## config.mk

```make
export PLATFORM = sky130hd
export DESIGN_NAME = pulsein_decoder
export DESIGN_NICKNAME = d
export VERILOG_FILES = /design/src/rtl/pulsein_decoder.sv
export SDC_FILE = /design/constraint.sdc
export NUM_CORES = 1
export LEC_CHECK = 0
export BUFFER_PORTS_ARGS = -buffer_cell sky130_fd_sc_hd__buf_4
export CAP_MARGIN = 30
export CORE_ASPECT_RATIO = 0.75
export CORE_MARGIN = 3
export CORE_UTILIZATION = 46
export CTS_CLUSTER_SIZE = 25
export DETAILED_ROUTE_END_ITERATION = 6
export HOLD_SLACK_MARGIN = 0.03
export REMOVE_ABC_BUFFERS = 1
export SKIP_CTS_REPAIR_TIMING = 1
export SLEW_MARGIN = 10
export SYNTH_ARGS = -nofsm -noshare
export SYNTH_HDL_FRONTEND = slang
export SYNTH_SLANG_ARGS = --single-unit
```

## constraint.sdc

```tcl
create_clock -name CLK -period 10.7 [get_ports CLK]
set_clock_uncertainty 0.1 [all_clocks]
set_input_delay 1.07 -clock CLK [delete_from_list [all_inputs] [get_ports CLK]]
set_output_delay 1.07 -clock CLK [all_outputs]
set_load 0.02 [all_outputs]
```

## src/rtl/pulsein_decoder.sv

```systemverilog
// Purpose: decodes a two-pulse serial PWM frame into left/right 5-bit motor commands {power[2:0], dir[1:0]}.
// Latency: MC1/MC2/FRAME_VALID update on the 3rd CLK edge after PWM_IN is first sampled low at the end of pulse 2 (+GLITCH_CYCLES with filter).
// Backpressure: none; the line is free-running, malformed frames are dropped with FRAME_ERR. Optional filter: PULSEIN_GLITCH_FILTER_EN.
module pulsein_decoder #(
    parameter int NEUTRAL_CYCLES = 150000,
    parameter int STEP_CYCLES    = 3125,
    parameter int MIN_W          = 90000,
    parameter int MAX_W          = 210000,
    parameter int SYNC_GAP       = 400000,
    parameter int TIMEOUT        = 3000000,
    parameter int GLITCH_CYCLES  = 8
) (
    input  logic       CLK,
    input  logic       RST,
    input  logic       PWM_IN,
    output logic [4:0] MC1,
    output logic [4:0] MC2,
    output logic       FRAME_VALID,
    output logic       FRAME_ERR,
    output logic       LINK_OK
);

    localparam logic [21:0] NEU_L = 22'(NEUTRAL_CYCLES);
    localparam logic [21:0] MIN_L = 22'(MIN_W);
    localparam logic [21:0] MAX_L = 22'(MAX_W);
    localparam logic [21:0] GAP_L = 22'(SYNC_GAP);
    localparam logic [21:0] TO_L  = 22'(TIMEOUT);
    localparam logic [4:0]  MC_NEUTRAL = 5'b00001;

    typedef enum logic [2:0] {HUNT, ARMED, P1, GAP, P2} state_t;

    state_t      state, state_nxt;
    logic [21:0] run_cnt, run_nxt, run_inc;
    logic [21:0] w1, w1_nxt;
    logic [21:0] to_cnt;
    logic        pwm_s1, pwm_s2, pwm_q, pwm_d;
    logic        rise, fall;
    logic        frame_ok, frame_bad;

    // Two-flop synchronizer for the asynchronous line.
    always_ff @(posedge CLK or posedge RST) begin
        if (RST) begin
            pwm_s1 <= 1'b0;
            pwm_s2 <= 1'b0;
        end else begin
            pwm_s1 <= PWM_IN;
            pwm_s2 <= pwm_s1;
        end
    end

`ifdef PULSEIN_GLITCH_FILTER_EN
    localparam int GW = $clog2(GLITCH_CYCLES + 1);
    logic [GW-1:0] glitch_cnt;
    logic          pwm_f;

    // Accept a new level only after GLITCH_CYCLES consecutive differing samples; both edges get the same delay.
    always_ff @(posedge CLK or posedge RST) begin
        if (RST) begin
            pwm_f      <= 1'b0;
            glitch_cnt <= '0;
        end else if (pwm_s2 == pwm_f) begin
            glitch_cnt <= '0;
        end else if (glitch_cnt == GW'(GLITCH_CYCLES - 1)) begin
            pwm_f      <= pwm_s2;
            glitch_cnt <= '0;
        end else begin
            glitch_cnt <= glitch_cnt + 1'b1;
        end
    end
    assign pwm_q = pwm_f;
`else
    assign pwm_q = pwm_s2;
`endif

    // Delayed copy of the cleaned line for edge detection.
    always_ff @(posedge CLK or posedge RST) begin
        if (RST) pwm_d <= 1'b0;
        else     pwm_d <= pwm_q;
    end

    assign rise    = pwm_q & ~pwm_d;
    assign fall    = ~pwm_q & pwm_d;
    assign run_inc = (run_cnt == '1) ? run_cnt : run_cnt + 22'd1;

    // Width -> command via threshold compares: level = floor((|delta| + STEP/2) / STEP), clamped to 8.
    function automatic logic [4:0] decode(input logic [21:0] w);
        logic        pos;
        logic [22:0] mag;
        logic [22:0] biased;
        logic [3:0]  level;
        pos    = (w > NEU_L);
        mag    = pos ? {1'b0, w - NEU_L} : {1'b0, NEU_L - w};
        biased = mag + 23'(STEP_CYCLES / 2);
        level  = 4'd0;
        for (int k = 1; k <= 8; k++) begin
            if (biased >= 23'(k * STEP_CYCLES)) level = 4'(k);
        end
        if (level == 4'd0) decode = MC_NEUTRAL;
        else               decode = {3'(level - 4'd1), pos ? 2'b00 : 2'b10};
    endfunction

    // FSM state, run counter and first-pulse width registers.
    always_ff @(posedge CLK or posedge RST) begin
        if (RST) begin
            state   <= HUNT;
            run_cnt <= '0;
            w1      <= '0;
        end else begin
            state   <= state_nxt;
            run_cnt <= run_nxt;
            w1      <= w1_nxt;
        end
    end

    // Next-state: the run counter includes the current cycle, so at a falling edge it equals the pulse width.
    always_comb begin
        state_nxt = state;
        run_nxt   = run_cnt;
        w1_nxt    = w1;
        frame_ok  = 1'b0;
        frame_bad = 1'b0;
        case (state)
            HUNT: begin
                if (pwm_q) begin
                    run_nxt = '0;
                end else begin
                    run_nxt = run_inc;
                    if (run_inc >= GAP_L) state_nxt = ARMED;
                end
            end
            ARMED: begin
                if (rise) begin
                    run_nxt   = 22'd1;
                    state_nxt = P1;
                end
            end
            P1, P2: begin
                if (fall) begin
                    run_nxt   = '0;
                    if (run_cnt >= MIN_L && run_cnt <= MAX_L) begin
                        if (state == P1) begin
                            w1_nxt    = run_cnt;
                            run_nxt   = 22'd1;
                            state_nxt = GAP;
                        end else begin
                            frame_ok  = 1'b1;
                            state_nxt = HUNT;
                        end
                    end else begin
                        frame_bad = 1'b1;
                        state_nxt = HUNT;
                    end
                end else if (run_cnt >= MAX_L) begin
                    frame_bad = 1'b1;
                    run_nxt   = '0;
                    state_nxt = HUNT;
                end else begin
                    run_nxt = run_inc;
                end
            end
            GAP: begin
                if (rise) begin
                    run_nxt   = 22'd1;
                    state_nxt = P2;
                end else if (run_inc >= GAP_L) begin
                    frame_bad = 1'b1;
                    run_nxt   = '0;
                    state_nxt = ARMED;
                end else begin
                    run_nxt = run_inc;
                end
            end
            default: state_nxt = HUNT;
        endcase
    end

    // Output registers and link timeout; a valid frame takes priority over an expiring timeout.
    always_ff @(posedge CLK or posedge RST) begin
        if (RST) begin
            MC1         <= MC_NEUTRAL;
            MC2         <= MC_NEUTRAL;
            FRAME_VALID <= 1'b0;
            FRAME_ERR   <= 1'b0;
            LINK_OK     <= 1'b0;
            to_cnt      <= '0;
        end else begin
            FRAME_VALID <= frame_ok;
            FRAME_ERR   <= frame_bad;
            if (frame_ok) begin
                MC1     <= decode(w1);
                MC2     <= decode(run_cnt);
                LINK_OK <= 1'b1;
                to_cnt  <= '0;
            end else if (to_cnt >= TO_L - 22'd1) begin
                MC1     <= MC_NEUTRAL;
                MC2     <= MC_NEUTRAL;
                LINK_OK <= 1'b0;
                to_cnt  <= TO_L;
            end else begin
                to_cnt  <= to_cnt + 22'd1;
            end
        end
    end

endmodule

```

# Word level (Yosys, flattened, before mapping)
# Cells that the tools add are included.
# W data, S select, Z words.
op_classes:
  add_sub_neg: 10
  magnitude_cmp: 23
  n_eq_ne: 8
  muxes: 60
  bitwise_logic: 4
  n_reduce_logical: 10
op_table:
  columns: ["operator", "count"]
  rows:
  - ["$mux W22", 11]
  - ["$ge A23 B14 Y1 const B", 6]
  - ["$ge A23 B15 Y1 const B", 6]
  - ["$pmux W22 S4", 1]
  - ["$mux W4", 16]
  - ["$add A22 B11 Y23 const B", 2]
  - ["$ge A23 B12 Y1 const B", 2]
  - ["$ge A23 B13 Y1 const B", 2]
  - ["$add A22 B1 Y22 const B", 2]
  - ["$gt A22 B18 Y1 const B", 2]
  - ["$sub A18 B22 Y22 const A", 2]
  - ["$sub A22 B18 Y22 const B", 2]
  - ["$mux W5", 5]
  - ["$eq A22 B22 Y1 const B", 1]
  - ["$ge A22 B17 Y1 const B", 1]
  - ["$ge A22 B18 Y1 const B", 1]
  - ["$ge A22 B19 Y1 const B", 1]
  - ["$ge A22 B22 Y1 const B", 1]
  - ["$le A22 B18 Y1 const B", 1]
  - ["$mux W3", 7]
  - ["$mux W1", 15]
  - ["$pmux W3 S4", 1]
  - ["$logic_not A4 Y1", 2]
  - ["$eq A3 B2 Y1 const B", 2]
  - ["17 further kinds", 23]
totals:
  reg_bits: 85
  wordCells: 127

# Longest topological paths before layout
# Gate-level depths: netlist of the first run.
logic_depth:
  word_depth: 16
  depth_mapped: 28

# Least setup slack after synthesis of the first run
# OpenSTA, ideal clock, no wires.
synth_timing:
  path_kind: "flip-flop to flip-flop"
  start: "reg w1[0]"
  end: "reg MC1[2]"
  setup_ps: 121
  t_arrival_ps: 5391
  required_time_ps: 10479
  setup_slack_ps: 5087
  path_stages_with_launch: 28
  n_path_buf: 5
  path_cell_list: "dfrtp_1 clkbuf_1 inv_1 ha_1 and4bb_2 nand2_1 nor4_2 buf_2 buf_2 nor3_1 a21oi_1 inv_1 ha_1 clkbuf_1 a21o_1 and3_1 buf_4 nand4_1 nand2_1 or4_4 o41ai_4 o41ai_1 nand2_1 ha_1 o21ai_0 o41ai_2 a21o_1 o21ai_2"
synth_between:
  elab_chain_len: 16
  elab_cells_between_ends: 26
synth_rtl:
  columns: ["item", "line_no", "rtl"]
  rows:
  - ["start, declared", "34", "logic [21:0] w1, w1_nxt;"]
  - ["start signal, assigned", "111", "w1 <= w1_nxt;"]
  - ["$sub A18 B22 Y22 (tied with other cells)", "92", "mag = pos ? {1'b0, w - NEU_L} : {1'b0, NEU_L - w};"]
  - ["$mux W22 (*)", "92", null]
  - ["$add A22 B11 Y23 (*)", "93", "biased = mag + 23'(STEP_CYCLES / 2);"]
  - ["$ge A23 B12 Y1", "96", "if (biased >= 23'(k * STEP_CYCLES)) level = 4'(k);"]
  - ["$mux W1", "96", null]
  - ["$mux W4 (6 in series)", "96", null]
  - ["$mux W4 (*)", "96", null]
  - ["$mux W4 (*)", "189", "if (frame_ok) begin"]
  - ["$sub A3 B1 Y3 / $logic_not A4 Y1 (equally long branches)", "99, 98", null]
  - ["$mux W5 (*)", "98", "if (level == 4'd0) decode = MC_NEUTRAL;"]
  - ["$mux W5 (*)", "189", null]
  - ["end signal, assigned", "190", "MC1 <= decode(w1);"]
  - ["end, declared", "16", "output logic [4:0] MC1,"]
# Every way passes the cells marked *; elsewhere a longest branch is shown, timed or not. The select of a mux whose other input is x is not followed.
# A chain may end at the register's enable or synchronous reset.

# Worst setup path in the final report of the first run
layout_timing:
  start: "reg run_cnt[0]"
  end: "reg MC2[1]"
layout_between:
  elab_chain_len: 16
  elab_cells_between_ends: 33
layout_rtl:
  columns: ["item", "line_no", "rtl"]
  rows:
  - ["start, declared", "33", "logic [21:0] run_cnt, run_nxt, run_inc;"]
  - ["start signal, assigned", "110", "run_cnt <= run_nxt;"]
  - ["$sub A18 B22 Y22 (tied with other cells)", "92", null]
  - ["$mux W22", "92", null]
  - ["$add A22 B11 Y23", "93", null]
  - ["$ge A23 B12 Y1", "96", null]
  - ["$mux W1", "96", null]
  - ["$mux W4 (7 in series)", "96", null]
  - ["$mux W4", "189", null]
  - ["$logic_not A4 Y1", "98", null]
  - ["$mux W5", "98", null]
  - ["$mux W5", "189", null]
  - ["end signal, assigned", "191", "MC2 <= decode(run_cnt);"]
  - ["end, declared", "17", "output logic [4:0] MC2,"]
# Parallel ways exist; a longest one is shown, timed or not. The select of a mux whose other input is x is not followed.

==> run summary, run 1 <==
CTS clk-pin slew, worst paths: 0.06 ns
H-tree lvl count: 3
All-Layer GR Usage: 24.7%
asr flop ratio synth: 100%
Tot Pwr: 0.760 mW
clk root buf: clkbuf_16
Syn Std Cell Area: 0.00929 mm^2
Mapped Cells: 1214
Final Hold Viols: 0
Tightest Hold Check Type: flop to flop
CTS sink cnt: 85
Peak VDD IR: 54.2 uV
Worst EP arrival: 6.86 ns
endpoints failing setup: 0
crit path kind: flop to flop
outcome: complete, no violations
Placed Instances: 1413
Detail Route met2 WL: 10.3 mm
initial detailed-routing violation count: 1248
DRT Pass-1 Iters: 6
initial core utilization: 47.4%
# Max-Cap Violations: 0
largest net degree at the start of global routing: 73
global-route wire length before repair: 44.6 mm
Setup crit start kind: flop
Clock power frac: 41.7%
vias in the first global route: 8092
Sw Ratio: 28.2%
final design utilization: 49.8%
Die Y: 129 um
Filler cells: 1899
Max FO, Critical Path: 14
DR WL/cell: 19.1 um
share of layout cells above drive strength 1: 11.0%
max-slew violation count: 0
FP Rows: 44
NumNets Final: 1200
total die area: 0.0220 mm^2
Post-Layout Cell Count: 1431
Setup crit end kind: flop
Synth warnings: 0
n_diodes: 0
total routed wirelength: 27.3 mm
worst slack, placed: 4.12 ns
CP Cell Sequence: inv_1, ha_1, or3b_2, nor2_1, and4_1, nor2_1, nor2_1, xnor2_1, inv_1, ha_1, inv_1, nand4_1, a21oi_2, xnor2_1, or3b_2, a31oi_1, o31ai_1, o311ai_1, ha_1, inv_1, o21a_1, a22o_1
total gr overflow: 0
layout overhead on the synthesized area: 5.08%
PortBufs: 15
unrepaired setup endpoints after global routing: no
register area share after synthesis: 22.9%
vias: 9266
Detailed Place HPWL: 20.8 mm
Mapped Avg Cell Area: 7.66 um^2
register share of total power: 43.0%
met1 wire length: 14.2 mm
Lkg Pwr: 3.83 nW
Hold WS: 0.312 ns
fin worst setup slack: 3.98 ns
DR vias/cell: 6.48
final worst path period share: 62.8%
Highest Signal Layer: met4
initial antenna violation count: 0
number of synthesized flops with an enable pin: 0
Core ar.: 0.0196 mm^2
Placer Congestion: 0.943
setup_tns: 0 ns
Inserted Clock Buffers: 9
CP peak stage delay: 0.58 ns
P_int: 0.546 mW
met3 wire length: 2.57 mm
design area: 0.00977 mm^2
synthesized flop and latch total: 85
fin crit period: 6.72 ns
post-synthesis cell type count: 103
DR DRC count: 0
Boundary Pins: 16
die width: 170 um
Slew @ Worst Pin: 0.940 ns
Peak Freq: 0.149 GHz
NetSw: 0.214 mW
Slowest cell on crit path: a21oi_2
CTS tree: yes
placed cell area: 0.00943 mm^2
Slew HR: 36.9%
ys flop type: dfrtp_1
clk_lat worst skew: 0.35 ns
combinational power share: 15.3%
ANT nets after route: 0
CTS Buffer Depth: 2
CP required: 10.84 ns
Pwr per Cell Area: 77.8 mW/mm^2
most numerous cell on the critical path: inv_1
==> cells in the final DEF (no fill, tap or decap), drive strengths merged, types with 13 or more instances in the layout <==
cell	synthesis	routed
a211oi	20	20
a21oi	80	80
a31oi	21	21
and2	25	25
and3	26	26
buf	31	25
dfrtp	83	83
ha	23	23
inv	32	34
mux2	14	14
nand2	104	104
nand2b	16	16
nand3	61	61
nand4	29	29
nor2	118	118
nor3	44	44
nor4	25	25
o211ai	13	13
o21ai	82	82
o31ai	13	13
or2	15	15
xnor2	62	62
xor2	36	36
==> routing by layer <==
layer | GRT usage [%] | up-vias
li1 | - | 4444
met1 | 41.3 | 4356
met2 | 31.5 | 432
met3 | 6.13 | 34
met4 | 3.62 | 0
met5 | 0 | -
==> cell type report <==
cell class / count / area (um^2) / area share [%]
clock buffers: 9 / 225 / 2.31
clock inverters: 6 / 71.3 / 0.730
inverters: 32 / 121 / 1.24
multi-input cells: 1021 / 6690 / 68.5
flip-flops and latches: 85 / 2130 / 21.8
well taps: 253 / 317 / 3.24
repair buffers: 25 / 213 / 2.18
==> critical path, delay by kind of cell, from the launching register on <==
kind | cells | cell delay (ns)
XOR/XNOR | 2 | 0.41
AO/OA/AOI/OAI | 6 | 1.55
flip-flops | 1 | 0.52
AND/OR/NAND/NOR | 7 | 2.66
buffers and inverters | 4 | 0.55
adder cells (fa/ha/maj) | 3 | 0.81
==> cell families (layout without fill, tap and decap cells) <==
family | Yosys count | count (layout) | synth area share (%)
fa+ha+maj | 23 | 23 | 3.10
compound gates | 364 | 364 | 27.5
mux | 19 | 19 | 2.23
simple gates | 516 | 516 | 29.7
flops | 85 | 85 | 22.9
buf+inv | 108 | 72 | 5.12
xor+xnor | 99 | 99 | 9.48
==> cell usage after synthesis, drive strengths merged (6+ instances only) <==
cell type | n | area share, %
o211a | 6 | 0.73
nand2b | 16 | 1.1
nor2 | 118 | 4.9
a21o | 12 | 0.97
o22ai | 7 | 0.47
a211o | 6 | 0.57
nor3 | 44 | 2.4
o41ai | 6 | 0.85
o21a | 11 | 0.89
nand2 | 104 | 4.4
a211oi | 20 | 1.7
nand3 | 61 | 3.4
nor4b | 6 | 0.63
o211ai | 13 | 1.4
a31o | 8 | 0.75
a22oi | 10 | 1.0
ha | 23 | 3.1
a21oi | 80 | 4.6
and3 | 26 | 1.8
or2 | 15 | 1.0
and2 | 25 | 1.7
dfrtp | 83 | 22
o221ai | 7 | 0.66
buf | 31 | 2.0
inv | 32 | 1.3
nor2b | 7 | 0.47
mux2 | 14 | 1.7
nor4 | 25 | 2.1
a21boi | 8 | 0.65
nand4 | 29 | 2.0
or4 | 12 | 1.1
xor2 | 36 | 3.4
o21ai | 82 | 4.5
o31ai | 13 | 1.1
xnor2 | 62 | 5.8
clkbuf | 45 | 1.8
a311o | 6 | 0.65
a31oi | 21 | 1.4
==> sequential cells by signal, indices dropped and copies added, names as in the netlist <==
name / count
pwm_d: 1
state: 3
to_cnt: 22
LINK_OK: 1
run_cnt: 22
w1: 22
FRAME_VALID: 1
pwm_s1: 1
MC1: 5
pwm_q: 1
MC2: 5
FRAME_ERR: 1
==> worst paths after layout <==
path / slack, ns / endpoint / cells after the start / startpoint
worst max-delay path: 3.98 / MC2[1] / 22 / run_cnt[0]
worst min-delay path: 0.31 / pwm_q / 0 / pwm_s1
worst max register to register: 3.98 / MC2[1] / 22 / run_cnt[0]
worst min register to register: 0.31 / pwm_q / 0 / pwm_s1
max in group asynchronous: 9.08 / MC1[0] / 4 / RST
min in group asynchronous: 0.53 / to_cnt[12] / 2 / RST
==> power by group through the flow <==
stage	sequential, mW	combinational, mW	clock [mW]
5_1_grt	0.327	0.128	0.337
2_1_floorplan	0.331	0.0868	0
6_report	0.327	0.116	0.317
4_1_cts	0.326	0.112	0.326
3_5_place_dp	0.332	0.112	0
3_3_place_gp	0.332	0.112	0
Note: power is estimated with default switching activity, not from simulation.
==> inputs of run 2 (changes only) <==
- ABC_AREA: not set -> 1
- clock period: 10.7 -> 5.6 ns (I/O delays scaled with it)
==> run 2 against run 1 <==
  * Wire length is 12% higher
  * First-iteration DRC count fell by 0.80%
  * Sequential share of layout area fell by 2.6 points
  * Global-route usage shrank 0.082 points
  * Die area is 12% higher
  * Fmax up 32%
  * Synthesized cell count increased by 44%
  * Via count increased by 18%
  * Area after synthesis rose by 13%
  * Largest power group is now the clock network
  * Critical endpoint is now MC1[2]
  * Register-to-register slack worse by 3.5 ns
  * Highest routed layer unchanged
  * Non-clock buffer count down 4
==> run summary, run 2 <==
post-synthesis cell type count: 62 (was 103)
Inserted Clock Buffers: 9 (unchanged)
dominant cell type by area after synthesis: dfrtp_1 (unchanged)
Mapped Cells: 1748 (was 1214)
total routed wirelength: 30.7 mm (was 27.3 mm)
Synth warnings: 0 (unchanged)
Slew HR: 44.4% (was 36.9%)
unrepaired setup endpoints after global routing: no (unchanged)
most numerous cell on the critical path: nand2_1 (was inv_1)
n_diodes: 0 (unchanged)
CP peak stage delay: 0.45 ns (was 0.58 ns)
ANT nets after route: 0 (unchanged)
Peak Freq: 0.197 GHz (was 0.149 GHz)
max-slew violation count: 0 (unchanged)
top cells by area, synth: dfrtp_1 20%, nand2_1 19%, nor2_1 8.7%, nand3_1 7.8%, inv_1 6.2% (was dfrtp_1 22%, xnor2_1 5.8%, nor2_1 4.7%, a21oi_1 4.0%, nand2_1 4.0%)
Peak VDD IR: 138 uV (was 54.2 uV)
CP required: 5.75 ns (was 10.84 ns)
asr flop ratio synth: 100% (unchanged)
PortBufs: 15 (unchanged)
vias in the first global route: 9637 (was 8092)
Syn Std Cell Area: 0.0105 mm^2 (was 0.00929 mm^2)
Setup crit start kind: flop (unchanged)
share of layout cells above drive strength 1: 13.3% (was 11.0%)
CTS sink cnt: 85 (unchanged)
CTS Buffer Depth: 2 (unchanged)
most frequent cells in the layout: 537 x nand2_1, 241 x nor2_1, 173 x inv_1, 163 x nand3_1, 83 x dfrtp_1 (was 116 x nor2_1, 100 x nand2_1, 83 x dfrtp_1, 75 x a21oi_1, 67 x o21ai_0)
endpoints failing setup: 0 (unchanged)
WP buf/inv: 5 (was 4)
Boundary Pins: 16 (unchanged)
largest delay contributor family on the critical path: simple AND/OR/NAND/NOR gates (unchanged)
clk root buf: clkbuf_16 (unchanged)
crit path kind: flop to flop (unchanged)
Pwr per Cell Area: 136 mW/mm^2 (was 77.8 mW/mm^2)
initial detailed-routing violation count: 1238 (was 1248)
largest net degree at the start of global routing: 62 (was 73)
global-route wire length before repair: 49.6 mm (was 44.6 mm)
Tightest Hold Check Type: input pin to async pin (was flop to flop)
ys flop type: dfrtp_1 (unchanged)
vias: 10900 (was 9266)
Core ar.: 0.0222 mm^2 (was 0.0196 mm^2)
DR vias/cell: 5.35 (was 6.48)
Worst EP arrival: 5.23 ns (was 6.86 ns)
clk_lat worst skew: 0.36 ns (was 0.35 ns)
count leader, synth: nand2_1 (was nor2_1)
FP Rows: 47 (was 44)
leading registers by flop count: run_cnt x22, to_cnt x22, w1 x22 (unchanged)
initial antenna violation count: 0 (unchanged)
synthesized flop and latch total: 85 (unchanged)
Lkg Pwr: 5.56 nW (was 3.83 nW)
fin crit period: 5.07 ns (was 6.72 ns)
DR DRC count: 0 (unchanged)
setup_tns: 0 ns (unchanged)
CTS clk-pin slew, worst paths: 0.07 ns (was 0.06 ns)
Die Y: 137 um (was 129 um)
CTS tree: yes (unchanged)
initial core utilization: 47.1% (was 47.4%)
layout overhead on the synthesized area: 5.87% (was 5.08%)
Setup crit end kind: flop (unchanged)
NumNets Final: 1771 (was 1200)
DRT Pass-1 Iters: 6 (unchanged)
Detailed Place HPWL: 24.9 mm (was 20.8 mm)
Slew @ Worst Pin: 0.834 ns (was 0.940 ns)
register area share after synthesis: 20.3% (was 22.9%)
H-tree lvl count: 3 (unchanged)
total gr overflow: 0 (unchanged)
Placer Congestion: 0.984 (was 0.943)
total die area: 0.0246 mm^2 (was 0.0220 mm^2)
final worst path period share: 90.6% (was 62.8%)
DR WL/cell: 15.0 um (was 19.1 um)
Mapped Avg Cell Area: 5.99 um^2 (was 7.66 um^2)
most common cell after layout, fill and taps aside: nand2_1 (was nor2_1)
top-area cell type share of the netlist area: 19.8% (was 22.3%)
# Max-Cap Violations: 0 (unchanged)
most frequent cells after synthesis: 537 x nand2_1, 242 x nor2_1, 174 x inv_1 (was 116 x nor2_1, 100 x nand2_1, 83 x dfrtp_1)
Slowest cell on crit path: dfrtp_1 (was a21oi_2)
Final Hold Viols: 0 (unchanged)
Max FO, Critical Path: 20 (was 14)
All-Layer GR Usage: 24.7% (about the same)
Hold WS: 0.0877 ns (was 0.312 ns)
die width: 180 um (was 170 um)
number of synthesized flops with an enable pin: 0 (unchanged)
outcome: complete, no violations (unchanged)
[run 2: area by class of cell]
type                       count  area (um^2)
multi-input combinational   1409         7240
clock inverter                 6         83.8
fill                        2303        11100
inverter                     219          846
timing repair buffer          21          178
clock buffer                  10          239
sequential                    85         2130
tap                          294          368
[run 2: final timing paths]
| check | from | slack (ns) | cells after the start | endpoint |
|---|---|---|---|---|
| worst max-delay path | w1[0] | 0.53 | 37 | MC1[2] |
| worst min-delay path | RST | 0.09 | 2 | FRAME_VALID |
| worst max register to register | w1[0] | 0.53 | 37 | MC1[2] |
| worst min register to register | pwm_s1 | 0.26 | 0 | pwm_q |
| max in group asynchronous | RST | 4.14 | 3 | run_cnt[18] |
| min in group CLK | PWM_IN | 0.23 | 1 | pwm_s1 |
[run 2: per-stage QoR]
step | std cells | utilization (%) | total power, mW | setup slack [ns] | area [um^2]
2_1_floorplan | 1713 | - | 0.803 | 1.50 | 10200
3_3_place_gp | 2027 | 48.3 | 0.856 | 0.623 | 10700
3_5_place_dp | 2027 | 48.3 | 0.853 | 0.537 | 10700
4_1_cts | 2043 | 49.7 | 1.53 | 0.512 | 11100
5_1_grt | 2044 | 49.9 | 1.58 | 0.00659 | 11100
6_report | 2044 | 49.9 | 1.51 | 0.526 | 11100
[run 2: logic make-up (layout without fill, tap and decap cells)]
kind of cell	count (synthesis)	count (layout)	share of synthesized area [%]
and+or+nand+nor	1175	1175	52.3
buffers and inverters	254	256	10.6
AOI/OAI and AO/OA	150	150	8.49
DFF	85	85	20.3
xor gates and xnor gates	60	60	5.45
adders and majority gates	23	23	2.75
muxes	1	1	0.108
[run 2: per-layer routing]
layer / track usage [%] / up-vias / part of all wire (%)
li1: - / 5592 / -
met1: 38.8 / 4972 / 53
met2: 34.7 / 345 / 39
met3: 4.78 / 33 / 7.1
met4: 4.81 / 0 / 1.2
met5: 0 / - / 0
[run 2: where the power goes]
| part | switching, mW | internal (mW) |
|---|---|---|
| sequential | 0.00306 | 0.617 |
| clock | 0.266 | 0.402 |
| combinational | 0.162 | 0.0625 |
| total | 0.431 | 1.08 |
==> inputs of run 3 (changes only) <==
- ABC_AREA: 1 -> not set
==> run 3 against run 2 <==
  * Register-to-register slack worse by 0.29 ns
  * Wire length down 6.8%
  * Count of clock-buffer cells in the layout shrank 1
  * Hold slack improved by 0.044 ns
  * First-iteration DRC count down 3.2%
  * Sequential cell count unchanged
  * Critical endpoint unchanged
==> run summary, run 3 (synthesis gave the netlist of run 1 again) <==
# Max-Cap Violations: 0 (unchanged)
Final Hold Viols: 0 (unchanged)
PortBufs: 15 (unchanged)
CP Cell Sequence: or4_4, o211ai_4, and2_4, nor2_1, nor2_1, xnor2_1, inv_1, ha_4, a21o_1, and3_1, a21oi_2, or4_1, a21oi_2, nand3_2, a211oi_2, a21boi_1, o21ai_1, ha_1, o21ai_0, o41ai_4, a21o_1, o21ai_2
Peak Freq: 0.186 GHz (was 0.197 GHz)
fin crit period: 5.37 ns (was 5.07 ns)
ANT nets after route: 0 (unchanged)
met1 global-route usage: 41.7% (was 38.8%)
Die Y: 129 um (was 137 um)
Boundary Pins: 16 (unchanged)
Tot Pwr: 1.58 mW (was 1.51 mW)
Setup crit start kind: flop (unchanged)
CTS clk-pin slew, worst paths: 0.07 ns (about the same)
outcome: complete, no violations (unchanged)
Register Area: 0.00213 mm^2 (unchanged)
placed cell area: 0.00998 mm^2 (was 0.0107 mm^2)
CTS Buffer Depth: 2 (unchanged)
Most Crowded Layer GR: met1 (unchanged)
Detailed Place HPWL: 21.9 mm (was 24.9 mm)
design area: 0.0105 mm^2 (was 0.0111 mm^2)
global-route wire length before repair: 45.9 mm (was 49.6 mm)
DR WL/cell: 19.0 um (was 15.0 um)
layout overhead on the synthesized area: 12.5% (was 5.87%)
Inserted Clock Buffers: 9 (unchanged)
die width: 170 um (was 180 um)
clk_lat worst skew: 0.35 ns (was 0.36 ns)
met2 Use GR: 33.5% (was 34.7%)
Placer Congestion: 0.941 (was 0.984)
most common cell after layout, fill and taps aside: nor2_1 (was nand2_1)
Filler cells: 1860 (was 2303)
Slew HR: 47.4% (was 44.4%)
CP peak stage delay: 0.60 ns (was 0.45 ns)
largest net degree at the start of global routing: 54 (was 62)
FP Rows: 44 (was 47)
total gr overflow: 0 (unchanged)
setup_tns: 0 ns (unchanged)
vias: 9580 (was 10900)
Setup crit end kind: flop (unchanged)
initial core utilization: 47.4% (was 47.1%)
Tightest Hold Check Type: input pin to async pin (unchanged)
H-tree lvl count: 3 (unchanged)
DR vias/cell: 6.37 (was 5.35)
clk root buf: clkbuf_16 (unchanged)
initial antenna violation count: 0 (unchanged)
max-slew violation count: 0 (unchanged)
DR DRC count: 0 (unchanged)
Core ar.: 0.0196 mm^2 (was 0.0222 mm^2)
initial detailed-routing violation count: 1199 (was 1238)
final worst path period share: 95.8% (was 90.6%)
total die area: 0.0220 mm^2 (was 0.0246 mm^2)
most frequent cells in the layout: 114 x nor2_1, 100 x nand2_1, 97 x buf_4, 83 x dfrtp_1, 72 x a21oi_1 (was 537 x nand2_1, 241 x nor2_1, 173 x inv_1, 163 x nand3_1, 83 x dfrtp_1)
CTS sink cnt: 85 (unchanged)
final design utilization: 53.4% (was 49.9%)
leading registers by flop count: run_cnt x22, to_cnt x22, w1 x22 (unchanged)
Lkg Pwr: 4.22 nW (was 5.56 nW)
Max FO, Critical Path: 11 (was 20)
area occupied by multi-input gates: 0.00679 mm^2 (was 0.00724 mm^2)
DRT Pass-1 Iters: 7 (was 6)
CTS tree: yes (unchanged)
n_diodes: 0 (unchanged)
largest delay contributor family on the critical path: simple AND/OR/NAND/NOR gates (unchanged)
grt met3 use: 5.06% (was 4.78%)
crit path kind: flop to flop (unchanged)
All-Layer GR Usage: 25.4% (was 24.7%)
Pwr per Cell Area: 151 mW/mm^2 (was 136 mW/mm^2)
Peak VDD IR: 112 uV (was 138 uV)
Worst EP arrival: 5.50 ns (was 5.23 ns)
endpoints failing setup: 0 (unchanged)
CP required: 5.73 ns (was 5.75 ns)
WP buf/inv: 1 (was 5)
Slew @ Worst Pin: 0.784 ns (was 0.834 ns)
share of layout cells above drive strength 1: 17.5% (was 13.3%)
Slowest cell on crit path: or4_4 (was dfrtp_1)
vias in the first global route: 8443 (was 9637)
total routed wirelength: 28.6 mm (was 30.7 mm)
NumNets Final: 1273 (was 1771)
-- run 3: area by class of cell --
type / count / area share, %
multi-input cells: 1021 / 64.9
repair buffers: 98 / 7.15
flip-flops and latches: 85 / 20.4
inverters: 32 / 1.16
well taps: 253 / 3.03
clock inverters: 7 / 1.22
clock buffers: 9 / 2.15
-- run 3: worst paths after layout --
kind | from | endpoint | slack [ns] | cells past startpoint
min in group CLK | PWM_IN | pwm_s1 | 0.23 | 1
worst min-delay path | RST | to_cnt[4] | 0.13 | 2
max in group asynchronous | RST | run_cnt[4] | 4.20 | 3
worst min register to register | pwm_s1 | pwm_q | 0.26 | 0
worst max-delay path | w1[12] | MC1[2] | 0.23 | 22
worst max register to register | w1[12] | MC1[2] | 0.23 | 22
-- run 3: through the flow --
step / worst slack [ns] / cells / hold slack (ns)
after floorplan: -0.465 / 1138 / 0.231
after global placement: 0.257 / 1487 / 0.238
after detailed placement: 0.0198 / 1487 / 0.237
after CTS: -0.0152 / 1503 / 0.144
after global routing: -0.0740 / 1505 / 0.168
final: 0.233 / 1505 / 0.132
-- run 3: power by group --
group / switching, mW / internal [mW] / total [mW]
clock: 0.272 / 0.444 / 0.716
sequential: 0.00199 / 0.617 / 0.619
combinational: 0.155 / 0.0950 / 0.250
total: 0.429 / 1.16 / 1.58
-- run 3: metal layers --
| layer | wire length, um | up-vias |
|---|---|---|
| li1 | - | 4591 |
| met4 | 507 | 0 |
| met1 | 14700 | 4491 |
| met5 | 0 | - |
| met2 | 10800 | 448 |
| met3 | 2570 | 50 |
